<file path="src/rtl/dec_addr_looper.sv">
// Address sequencer for LWE decryption m = c2 - <c1, s> (negacyclic), k/i/j nested walk.
// Optional coef_final flag is built only when DEC_COEF_FINAL_EN is defined.
module dec_addr_looper #(
    parameter int unsigned DEPTH = 100,
    parameter int unsigned K     = 500
) (
    input  logic        clk_in,
    input  logic        rst_in,
    input  logic        begin_dec,
    input  logic        stall_in,
    output logic        ready,
    output logic [16:0] c_addr,
    output logic [16:0] s_addr,
    output logic [6:0]  c2_addr,
    output logic [6:0]  m_addr,
    output logic        neg,
    output logic        load_c2,
    output logic        coef_final,
    output logic        addr_valid,
    output logic        done
);
    localparam int unsigned HALF_DEPTH = DEPTH / 2;
    localparam int unsigned KW         = (K > 1) ? $clog2(K) : 1;

    typedef enum logic [1:0] {StIdle, StRun, StFin} state_e;

    state_e          state_q, state_d;
    logic [6:0]      i_q, j_q;
    logic [KW-1:0]   k_q;
    logic            beat, last_j, last_i, last_k;

    logic [7:0]      sum_d;
    logic [16:0]     kbase_d, c_addr_d, s_addr_d;
    logic [6:0]      m_addr_d;
    logic            neg_d, load_c2_d, coef_final_d;

    assign beat   = (state_q == StRun) && !stall_in;
    assign last_j = (j_q == 7'(HALF_DEPTH - 1));
    assign last_i = (i_q == 7'(HALF_DEPTH - 1));
    assign last_k = (k_q == KW'(K - 1));
    assign ready  = (state_q == StIdle);

    always_ff @(posedge clk_in) begin
        if (rst_in) begin
            state_q <= StIdle;
        end else begin
            state_q <= state_d;
        end
    end

    always_comb begin
        state_d = state_q;
        unique case (state_q)
            StIdle:  if (begin_dec) state_d = StRun;
            StRun:   if (beat && last_j && last_i && last_k) state_d = StFin;
            StFin:   state_d = StIdle;
            default: state_d = StIdle;
        endcase
    end

    always_ff @(posedge clk_in) begin
        if (rst_in || (state_q == StIdle && begin_dec)) begin
            i_q <= '0;
            j_q <= '0;
            k_q <= '0;
        end else if (beat) begin
            if (last_j) begin
                j_q <= '0;
                if (last_i) begin
                    i_q <= '0;
                    k_q <= last_k ? '0 : k_q + 1'b1;
                end else begin
                    i_q <= i_q + 7'd1;
                end
            end else begin
                j_q <= j_q + 7'd1;
            end
        end
    end

    // Sum kept at 8 bits so the wrap test happens before any subtraction.
    always_comb begin
        sum_d     = {1'b0, i_q} + {1'b0, j_q};
        neg_d     = (sum_d >= 8'(HALF_DEPTH));
        m_addr_d  = neg_d ? 7'(sum_d - 8'(HALF_DEPTH)) : sum_d[6:0];
        kbase_d   = 17'(k_q) * 17'(HALF_DEPTH);
        c_addr_d  = kbase_d + 17'(i_q);
        s_addr_d  = kbase_d + 17'(j_q);
        load_c2_d = (k_q == '0) && (i_q == '0);
`ifdef DEC_COEF_FINAL_EN
        coef_final_d = last_k && last_i;
`else
        coef_final_d = 1'b0;
`endif
    end

    always_ff @(posedge clk_in) begin
        if (rst_in) begin
            addr_valid <= 1'b0;
            done       <= 1'b0;
            c_addr     <= '0;
            s_addr     <= '0;
            c2_addr    <= '0;
            m_addr     <= '0;
            neg        <= 1'b0;
            load_c2    <= 1'b0;
            coef_final <= 1'b0;
        end else begin
            addr_valid <= beat;
            done       <= (state_q == StFin);
            if (beat) begin
                c_addr     <= c_addr_d;
                s_addr     <= s_addr_d;
                c2_addr    <= j_q;
                m_addr     <= m_addr_d;
                neg        <= neg_d;
                load_c2    <= load_c2_d;
                coef_final <= coef_final_d;
            end
        end
    end

endmodule

</file>
<file path="config.mk">
export PLATFORM = sky130hd
export DESIGN_NAME = dec_addr_looper
export DESIGN_NICKNAME = d
export VERILOG_FILES = /design/src/rtl/dec_addr_looper.sv
export SDC_FILE = /design/constraint.sdc
export NUM_CORES = 1
export LEC_CHECK = 0
export ABC_CLOCK_PERIOD_IN_PS = 3700
export BUFFER_PORTS_ARGS = -buffer_cell sky130_fd_sc_hd__buf_2
export CAP_MARGIN = 0
export CELL_PAD_IN_SITES_DETAIL_PLACEMENT = 0
export CELL_PAD_IN_SITES_GLOBAL_PLACEMENT = 1
export CORE_AREA = 2 2 115 117
export CTS_CLUSTER_SIZE = 20
export DETAILED_ROUTE_END_ITERATION = 8
export DIE_AREA = 0 0 117 119
export GPL_TIMING_DRIVEN = 0
export HOLD_SLACK_MARGIN = 0.1
export PLACE_DENSITY_LB_ADDON = 0.1
export SETUP_SLACK_MARGIN = 0.2
export SLEW_MARGIN = 10
export SYNTH_ARGS = -nofsm -noshare
export SYNTH_HDL_FRONTEND = slang
export SYNTH_SLANG_ARGS = --single-unit
</file>
<file path="constraint.sdc">
create_clock -name clk_in -period 3.7 [get_ports clk_in]
set_clock_uncertainty 0.05 [all_clocks]
set_input_delay 0.74 -clock clk_in [delete_from_list [all_inputs] [get_ports clk_in]]
set_output_delay 0.74 -clock clk_in [all_outputs]
set_load 0.005 [all_outputs]
</file>
==> results.json <==
{
  "status": "completed",
  "area_growth_pct": 29.8,
  "diodes": 0,
  "critPathRequiredTime_ps": 3860,
  "drv_cap": 0,
  "peakVddDrop_uv": 196,
  "synth_edf_count": 0,
  "synthesis.instances": 604,
  "register_area_mm2": 0.00151,
  "start_util_pct": 38.7,
  "cts_sinks": 74,
  "clock_path_buffers": 2,
  "synth_seq_area_share_pct": 29.7,
  "r2r_start": "k_q[2]",
  "fin_crit_sh_pct": 92.8,
  "mostFrequentLayoutCells": "nand2_1 (72), dfxtp_1 (66), nor2_1 (55), buf_2 (55), a21oi_1 (54)",
  "die_width_um": 117,
  "synth-async-reset-ratio_pct": 0,
  "rows": 42,
  "rrSetupSlack_ps": 270,
  "wl_per_cell_um": 15.7,
  "routed_wl_um": 13900,
  "worstSetupStartpoint": "k_q[2]",
  "finalCriticalPeriod_ps": 3430,
  "grt_max_degree": 15,
  "fillers": 1255,
  "grt_usage_pct": 20.8,
  "whs_ps": 399,
  "dp_hpwl_um": 10400,
  "slew_violations": 0,
  "hp-class": "reg -> reg",
  "vias_per_cell": 5.19,
  "worst_pin_slew_ps": 783,
  "endpoint_kind": "register",
  "coreArea_mm2": 0.0129,
  "cts_tree": "done",
  "htreeDepth": 3,
  "drive_above_1_share_pct": 24.9,
  "fin_setup_tns_ps": 0,
  "drt_iter0_markers": 237,
  "hold_violations": 0,
  "grt_pass1_vias": 4447,
  "port_buffers": 54,
  "start_kind": "register",
  "hold_start": "c_addr[6]",
  "grt_pass1_wl_um": 22300,
  "finalSetupViolCount": 0,
  "die-area_mm2": 0.0139,
  "ys.flop_type": "dfxtp_1",
  "insertion_delay_ps": 340,
  "synth_warnings": 0,
  "final_common_cell": "nand2_1",
  "synth_seq_cells": 74,
  "crit_type": "reg -> reg",
  "first_pass_iters": 6,
  "crit_fanout": 4,
  "avgSynthCellArea_um2": 8.25,
  "p_leak_nw": 2.74,
  "maxSlewHeadroom_pct": 47.8,
  "reg2regPathDepth": 12,
  "multi_input_area_mm2": 0.00360,
  "path_clk_slew_ps": 60,
  "power_density_mw_per_mm2": 289,
  "die_y_um": 119,
  "rsz0062_at_grt": "true",
  "num_vias": 4606,
  "postRouteAntennaNets": 0,
  "fin_nets": 777,
  "root_buffer": "clkbuf_16",
  "drc": 0,
  "ys_types": 63,
  "cp.arrival_ps": 3600,
  "syn_area_mm2": 0.00498,
  "io_pins": 58,
  "whs_path_depth": 2,
  "clock.fmax_mhz": 291,
  "gp_congestion": 0.907,
  "cts_buffers": 9,
  "antenna_found_initial": 0,
  "overflow": 0
}
where the power goes:
group,internal [mW],switching [mW]
Sequential,0.808,0.00876
Clock,0.596,0.364
Combinational,0.0298,0.0633
stage by stage:
step / total power [mW] / setup slack (ps) / std cells / cell area (um2) / util [%]
floorplan: 0.889 / 167 / 606 / 5010 / -
global placement: 0.931 / -289 / 836 / 5500 / 42.7
detailed placement: 0.933 / -273 / 836 / 5500 / 42.7
CTS: 1.90 / 203 / 878 / 6250 / 48.6
global route: 1.94 / 140 / 887 / 6470 / 50.2
finish: 1.87 / 266 / 887 / 6470 / 50.2
logic make-up (layout without fill, tap and decap cells):
| group | after synthesis | after routing | share of synthesized area, % |
|---|---|---|---|
| adders and majority gates | 67 | 67 | 17.9 |
| and+or+nand+nor | 218 | 218 | 21.5 |
| xor gates and xnor gates | 47 | 47 | 8.41 |
| AOI/OAI and AO/OA | 135 | 135 | 17.1 |
| muxes | 2 | 2 | 0.427 |
| other | 1 | 3 | 0.0752 |
| buffers and inverters | 60 | 165 | 4.90 |
| DFF | 74 | 74 | 29.7 |
timing repair:
item	4_1_cts	5_1_grt
buffers inserted	26	9
resized for setup	54	24
hold buffers	0	0
endpoints found under the setup margin	15	11
pin swaps	23	22
sequential cells by signal, summed over array words and instances, names as in the netlist:
register / flops
i_q: 7
j_q: 7
addr_valid: 1
m_addr: 7
k_q: 9
done: 1
s_addr: 15
neg: 1
load_c2: 1
c_addr: 16
c2_addr: 7
state_q: 2
critical path: stages, from the launching register on:
cell      delay, ps
dfxtp_4         390
inv_4            50
ha_4            270
ha_4            190
fa_1            480
ha_4            340
xnor2_4         130
or4b_4          500
o21ai_4          90
nand4_1         230
and4bb_1        360
xor2_1          150
a21oi_1          70
Yosys cell counts (5+ instances only):
| master | number | area, um2 |
|---|---|---|
| a211oi_1 | 11 | 82.6 |
| a21o_1 | 10 | 75.1 |
| a21oi_1 | 57 | 285 |
| and3_1 | 8 | 50.1 |
| clkbuf_1 | 14 | 52.6 |
| dfxtp_1 | 74 | 1480 |
| fa_1 | 7 | 140 |
| ha_1 | 60 | 751 |
| inv_1 | 37 | 139 |
| nand2_1 | 72 | 270 |
| nand3_1 | 17 | 85.1 |
| nand4_1 | 10 | 62.6 |
| nor2_1 | 57 | 214 |
| nor3_1 | 12 | 60.1 |
| o211ai_1 | 5 | 37.5 |
| o21ai_0 | 23 | 115 |
| o21ai_1 | 5 | 25.0 |
| xnor2_1 | 25 | 219 |
| xor2_1 | 21 | 184 |
path summary, 6_finish.rpt:
path | endpoint
min reg2reg | c_addr[6]
max reg2reg | c_addr[14]
max | c_addr[14]
min | c_addr[6]
routing by layer:
layer	vias to the layer above	routed length [um]	global-route usage [%]
met1	2169	6170	26.2
met4	0	478	9.19
met5	-	0	0
met2	92	6740	34.1
met3	32	521	4.02
li1	2313	-	-
cell type report:
cell class / count / area share, %
multi-input cells: 472 / 55.7
flip-flops and latches: 74 / 23.3
repair buffers: 89 / 8.41
clock buffers: 9 / 3.48
well taps: 176 / 3.40
inverters: 37 / 2.32
plain buffers: 23 / 1.82
clock inverters: 7 / 1.55
(Power assumes the default switching activity.)
